**src/rtl/fifo_pkg.sv**
```systemverilog
// Shared definitions for the async FIFO family: depth limits and occupancy-width helpers.
package fifo_pkg;

    localparam int ADAPT_MIN_DEPTH = 2;

    typedef logic [31:0] word_count_t;

    // Occupancy must represent 0..depth inclusive, hence one bit more than the index.
    function automatic int occ_width(input int depth);
        return $clog2(depth) + 1;
    endfunction

    function automatic bit is_pow2(input int v);
        return (v > 0) && ((v & (v - 1)) == 0);
    endfunction

endpackage

```
**src/rtl/fifo_skid_buf.sv**
```systemverilog
// Small circular word buffer: register array, wrapping wr/rd indices and an occupancy counter.
module fifo_skid_buf
    import fifo_pkg::*;
#(
    parameter int BITS  = 32,
    parameter int DEPTH = 2
) (
    input  logic                          clk_i,
    input  logic                          rst_ni,
    input  logic                          wr_en_i,
    input  logic [BITS-1:0]               wr_data_i,
    input  logic                          rd_en_i,
    output logic [occ_width(DEPTH)-1:0]   occ_o,
    output logic [BITS-1:0]               head_o
);

    localparam int IW = $clog2(DEPTH);
    localparam int OW = occ_width(DEPTH);

    logic [BITS-1:0] mem_q [DEPTH];
    logic [IW-1:0]   wr_idx_q, wr_idx_d;
    logic [IW-1:0]   rd_idx_q, rd_idx_d;
    logic [OW-1:0]   occ_q, occ_d;

    always_comb begin
        wr_idx_d = wr_en_i ? wr_idx_q + IW'(1) : wr_idx_q;
        rd_idx_d = rd_en_i ? rd_idx_q + IW'(1) : rd_idx_q;
        occ_d    = occ_q;
        case ({wr_en_i, rd_en_i})
            2'b10:   occ_d = occ_q + OW'(1);
            2'b01:   occ_d = occ_q - OW'(1);
            default: occ_d = occ_q;
        endcase
    end

    always_ff @(posedge clk_i or negedge rst_ni) begin
        if (!rst_ni) begin
            wr_idx_q <= '0;
            rd_idx_q <= '0;
            occ_q    <= '0;
        end else begin
            wr_idx_q <= wr_idx_d;
            rd_idx_q <= rd_idx_d;
            occ_q    <= occ_d;
        end
    end

    always_ff @(posedge clk_i) begin
        if (wr_en_i) begin
            mem_q[wr_idx_q] <= wr_data_i;
        end
    end

    // Storage is not reset; masking with occupancy keeps the head at zero whenever empty.
    assign occ_o  = occ_q;
    assign head_o = (occ_q != '0) ? mem_q[rd_idx_q] : '0;

endmodule

```
**src/rtl/fifo_rd_stream_adapter.sv**
```systemverilog
// Turns the FIFO's rd_en/empty/1-cycle-latency read port into a prefetched valid/ready stream.
// Optional accepted-word counter on p_word_count when FIFO_RD_ADAPT_STATS_EN is defined.
module fifo_rd_stream_adapter
    import fifo_pkg::*;
#(
    parameter int BITS  = 32,
    parameter int DEPTH = 2
) (
    input  logic            rd_clk,
    input  logic            rd_rst_n,
    output logic            p_fifo_rd_en,
    input  logic [BITS-1:0] p_fifo_rd_data,
    input  logic            p_fifo_rd_empty,
    output logic            p_out_valid,
    input  logic            p_out_ready,
    output logic [BITS-1:0] p_out_data
`ifdef FIFO_RD_ADAPT_STATS_EN
    ,
    output logic [31:0]     p_word_count
`endif
);

    localparam int OW = occ_width(DEPTH);
    localparam logic [OW-1:0] DEPTH_C = OW'(DEPTH);

    if (DEPTH < ADAPT_MIN_DEPTH || !is_pow2(DEPTH)) begin : g_bad_depth
        $error("fifo_rd_stream_adapter: DEPTH must be a power of two and at least 2");
    end

    logic          in_flight_q;
    logic [OW-1:0] occ;
    logic [OW-1:0] credit;
    logic          out_fire;

    fifo_skid_buf #(
        .BITS  (BITS),
        .DEPTH (DEPTH)
    ) u_buf (
        .clk_i     (rd_clk),
        .rst_ni    (rd_rst_n),
        .wr_en_i   (in_flight_q),
        .wr_data_i (p_fifo_rd_data),
        .rd_en_i   (out_fire),
        .occ_o     (occ),
        .head_o    (p_out_data)
    );

    assign p_out_valid = (occ != '0);
    assign out_fire    = p_out_valid && p_out_ready;
    assign credit      = occ + OW'(in_flight_q);

    // A slot freed by this cycle's transfer may be refilled by a pop issued in the same cycle.
    assign p_fifo_rd_en = rd_rst_n && !p_fifo_rd_empty &&
                          ((credit < DEPTH_C) || ((credit == DEPTH_C) && out_fire));

    always_ff @(posedge rd_clk or negedge rd_rst_n) begin
        if (!rd_rst_n) begin
            in_flight_q <= 1'b0;
        end else begin
            in_flight_q <= p_fifo_rd_en;
        end
    end

`ifdef FIFO_RD_ADAPT_STATS_EN
    word_count_t word_count_q, word_count_d;

    assign word_count_d = out_fire ? word_count_q + 32'd1 : word_count_q;

    always_ff @(posedge rd_clk or negedge rd_rst_n) begin
        if (!rd_rst_n) begin
            word_count_q <= '0;
        end else begin
            word_count_q <= word_count_d;
        end
    end

    assign p_word_count = word_count_q;
`endif

endmodule

```
**config.mk**
```make
export PLATFORM = sky130hd
export DESIGN_NAME = fifo_rd_stream_adapter
export DESIGN_NICKNAME = d
export VERILOG_FILES = /design/src/rtl/fifo_pkg.sv /design/src/rtl/fifo_skid_buf.sv /design/src/rtl/fifo_rd_stream_adapter.sv
export SDC_FILE = /design/constraint.sdc
export NUM_CORES = 1
export LEC_CHECK = 0
export ABC_AREA = 1
export CORE_ASPECT_RATIO = 0.75
export CORE_MARGIN = 4
export CORE_UTILIZATION = 32
export CTS_CLUSTER_SIZE = 28
export DETAILED_ROUTE_END_ITERATION = 8
export HOLD_SLACK_MARGIN = 0.15
export SYNTH_ARGS = -nofsm -noshare
export SYNTH_HDL_FRONTEND = slang
export SYNTH_HIERARCHICAL = 1
export SYNTH_SLANG_ARGS = --single-unit
```
**constraint.sdc**
```tcl
create_clock -name rd_clk -period 4.1 [get_ports rd_clk]
set_clock_uncertainty 0.15 [all_clocks]
set_input_delay 1.23 -clock rd_clk [delete_from_list [all_inputs] [get_ports rd_clk]]
set_output_delay 1.23 -clock rd_clk [all_outputs]
set_load 0.05 [all_outputs]
```
* After elaboration in Yosys (flattened, before gate mapping)
Memories as Yosys holds them, arrays and structs flattened. Index checks and enable logic that the tools add are counted.
Storage, ports and cells: word-level logic and storage cells 26, register bits 5, output and inout port bits 34, input bits 36, memories kept 1, memory bits (writable) 64
Memory list:
- u_buf.mem_q | depth 2, width 32, rd ports 1, clocked after memory_dff 0, wr ports 1, RTL line fifo_skid_buf.sv:20 | logic [BITS-1:0] mem_q [DEPTH];
Cells by class: mux-type cells 4, reduce and logical (&&, ||, !) cells 8, add/subtract/negate cells 5, equal/unequal tests 3, magnitude comparators 1
Operators with widths (number):
- $mux W32 | 1
- $eq A2 B2 Y1 const B | 2
- $logic_and A1 B1 Y1 | 4
- $pmux W2 S2 | 1
- $reduce_bool A2 Y1 | 2
- $add A1 B1 Y1 const B | 2
- $add A2 B1 Y2 | 1
- $add A2 B1 Y2 const B | 1
- $eq A2 B1 Y1 const B | 1
- $lt A2 B2 Y1 const B | 1
- $mux W1 | 2
- $sub A2 B1 Y2 const B | 1
- $logic_not A1 Y1 | 1
- $logic_or A1 B1 Y1 | 1

* Longest topological paths before layout
depth after elaboration 5, depth in mapped cells 7, depth with buffers taken out 7

* Cells and area by module
Netlist, hierarchy kept.
By module, submodules not included:
- fifo_skid_buf | times used 1, area an instance 2775.2 µm², cells an instance 194, seq. area each 2021.9 µm²
- fifo_rd_stream_adapter | times used 1, area an instance 103.8 µm², cells an instance 15, seq. area each 25.0 µm²

* Least setup slack after synthesis
OpenSTA, ideal clock, no wires.
path type input to output, start input p_out_ready, end output p_fifo_rd_en, arrival 1817 ps, buffers on the path 0, slack 903 ps, stages on the path 2, data required time 2720 ps, path through nand3_2 > a21oi_2
On the way: word-level cells in the longest chain between the ends 4
RTL lines:
- start, declared | RTL line fifo_rd_stream_adapter.sv:15 | input logic p_out_ready,
- $logic_and A1 B1 Y1 | RTL line fifo_rd_stream_adapter.sv:49 | assign out_fire = p_out_valid && p_out_ready;
- $logic_and A1 B1 Y1 | RTL line fifo_rd_stream_adapter.sv:54 | ((credit < DEPTH_C) || ((credit == DEPTH_C) && out_fire));
- $logic_or A1 B1 Y1 | RTL line fifo_rd_stream_adapter.sv:54
- $logic_and A1 B1 Y1 | RTL line fifo_rd_stream_adapter.sv:53 | assign p_fifo_rd_en = rd_rst_n && !p_fifo_rd_empty &&
- end, declared | RTL line fifo_rd_stream_adapter.sv:11 | output logic p_fifo_rd_en,
No other way between the ends.

* Worst setup path in the final report
Same ends and word-level chain as after synthesis.

==> impl_metrics.tcl <==
set metrics [dict create \
    finalCriticalPeriod_ns 3.55 \
    grt-ovfl-total 0 \
    antenna_found_initial 0 \
    antenna_cells 0 \
    cts_buffers 9 \
    clock-root-buffer "clkbuf_16" \
    ys_types 21 \
    nFillCells 775 \
    area_growth_syn_to_layout_pct 33.7 \
    io_pins 70 \
    dp_hpwl_mm 3.67 \
    num_rows 29 \
    wire_per_inst_um 14.0 \
    rsz0062_at_grt "false" \
    max_slew_margin 0.356 \
    synth_compound_area_frac 0.100 \
    syn_inst 209 \
    grt_max_degree 33 \
    synthMuxAreaShare 0 \
    ctsResizeCount 0 \
    slowest_stage "clkdlybuf4s50_1" \
    clockBufferDepth 2 \
    syn_area_per_cell_um2 13.8 \
    grt_first_pass_wirelength_mm 8.94 \
    synthAdderAreaFrac 0.00869 \
    wl_mm 5.54 \
    p_per_area_nw_per_um2 866 \
    synthSimpleGateAreaFrac 0.110 \
    die_h_um 90.1 \
    hold_class "reg2reg" \
    cts_sinks 69 \
    cts.clk_slew.worst_paths_ns 0.05 \
    irDropWorstVdd_mv 0.394 \
    post-route-drc-count 0 \
    io_buffers 69 \
    cts_tree "yes" \
    viasPerCell 4.29 \
    syn_area_um2 2880 \
    start_util 0.335 \
    yosys_warnings 6 \
    first_global_vias 1777 \
    leakagePower_nw 1.44 \
    die_w_um 118 \
    drt-initial-drc-count 37 \
    h-tree-depth 3 \
    ant_nets 0 \
    finalMaxSlewViolations 0 \
    worst-path-buf-inv 2 \
    dr_total_vias 1699 \
    cp-start-kind "input pin" \
    hold_violations 0 \
    critPathCaptureType "primary output" \
    layout_worst_path_cycle_share 0.865 \
    tns_ns 0 \
    finalSetupViolCount 0 \
    fin_util 0.448 \
    gp_congestion 0.707 \
    ys_ff_latch 69 \
    core_area_um2 8600 \
    dr.pass1.iters 4 \
    yosysSeqAreaShare 0.711 \
    crit_fanout 2 \
    path_cells "clkdlybuf4s50_1, nand3_2, a21oi_2, buf_12" \
    layout-drive-gt1-share 0.306 \
    clock_latency_ns 0.32 \
    synthXorXnorAreaFrac 0.00913 \
    clock.fmax_mhz 282 \
    die-area_um2 10600 \
    worstSetupPathType "in2out" \
    crit_required_ns 2.72 \
    nets 321 \
    worstPathArrival_ns 2.17 \
    drv_cap 0 \
    max_stage_delay_ns 0.49 \
    post-cts-setup-buffers 0 \
    hold_buffers 0 \
    synth_top_family_by_area "simple AND/OR/NAND/NOR gates" \
    worst_pin_slew_ns 0.963 \
    hold-worst-slack_ns 0.396 \
    grt.total_usage 0.110 \
    status "finished, final reports clean" \
    path_delay_family "buffers and inverters" \
    synth_nets 247 \
]
==> final cells by class <==
class / instances / area [µm²] / share of cell area
Sequential cell: 69 / 2050 / 0.532
Multi-Input combinational cell: 118 / 664 / 0.173
Timing Repair Buffer: 73 / 663 / 0.172
Clock buffer: 10 / 229 / 0.0595
Tap cell: 108 / 135 / 0.0351
Clock inverter: 6 / 63.8 / 0.0166
Inverter: 12 / 47.5 / 0.0123
==> cells in the mapped netlist <==
master,count,share of area
nand2_1,73,0.095
edfxtp_1,64,0.67
a21oi_2,31,0.094
inv_1,10,0.013
dfrtp_1,5,0.043
buf_6,4,0.016
buf_12,3,0.021
buf_4,3,0.0078
a21oi_1,2,0.0035
ha_1,2,0.0087
xor2_1,2,0.0061
inv_2,1,0.0013
inv_4,1,0.0022
nand2_2,1,0.0022
nand3_1,1,0.0017
nand3_2,1,0.0035
nand4_1,1,0.0022
nor2_1,1,0.0013
nor2_4,1,0.0039
o21a_1,1,0.0026
xnor2_1,1,0.0030
==> cells in the final DEF, fill, tap and decap left out <==
cell,Yosys,final
nand2_1,73,73
edfxtp_1,64,64
clkdlybuf4s50_1,0,36
buf_4,3,35
a21oi_2,31,31
inv_1,10,10
clkbuf_16,0,9
dfrtp_1,5,5
ha_1,2,2
clkinv_4,0,2
buf_12,3,2
nor2_4,1,2
a21oi_1,2,2
xor2_1,2,2
o21a_1,1,1
inv_2,1,1
nand2_2,1,1
nand3_2,1,1
clkinvlp_4,0,1
clkbuf_1,0,1
clkinv_2,0,1
bufinv_16,0,1
clkinv_1,0,1
inv_4,1,1
xnor2_1,1,1
nand3_1,1,1
nand4_1,1,1
==> kinds of logic (layout without fill, tap and decap cells) <==
family	Yosys count	in the layout
xor+xnor	3	3
fa+ha+maj	2	2
buf+inv	22	101
compound gates	34	34
flops	69	69
simple gates	79	79
==> flip-flops by register name, summed over array words and instances, names as in the netlist <==
signal	count
u_buf/occ_o	2
u_buf/mem_q	64
in_flight_q	1
u_buf/rd_idx_q	1
u_buf/wr_idx_q	1
==> per-layer routing <==
layer / routed length, µm / global-route usage / up-vias
li1: - / - / 868
met1: 2470 / 0.137 / 768
met2: 2640 / 0.176 / 57
met3: 393 / 0.0458 / 6
met4: 40 / 0.0293 / 0
met5: 0 / 0 / -
==> stage by stage <==
step           cells  power [mW]  cell area (µm²)  worst slack, ns
2_1_floorplan    209        2.25             2880            0.903
3_3_place_gp     380        2.63             3560            0.538
3_5_place_dp     380        2.65             3560            0.529
4_1_cts          396        3.39             3850            0.529
5_1_grt          396        3.52             3850            0.496
6_report         396        3.33             3850            0.552
==> worst paths after layout <==
check	from	endpoint	slack (ns)	depth (start not counted)
max	p_out_ready	p_fifo_rd_en	0.55	4
max reg2reg	in_flight_q$_DFF_PN0_	u_buf/mem_q[1][24]$_DFFE_PP_	2.12	3
min	in_flight_q$_DFF_PN0_	u_buf/wr_idx_q$_DFFE_PN0P_	0.40	1
max in group asynchronous	rd_rst_n	u_buf/wr_idx_q$_DFFE_PN0P_	2.63	2
min in group asynchronous	rd_rst_n	in_flight_q$_DFF_PN0_	1.06	2
min reg2reg	in_flight_q$_DFF_PN0_	u_buf/wr_idx_q$_DFFE_PN0P_	0.40	1
==> report_power, final <==
part,total (mW),switching (mW),internal [mW]
Sequential,0.969,0.0834,0.886
Clock,0.732,0.263,0.469
Combinational,1.63,1.16,0.474
Total,3.33,1.50,1.83
Note: power is estimated with default switching activity, not from simulation.
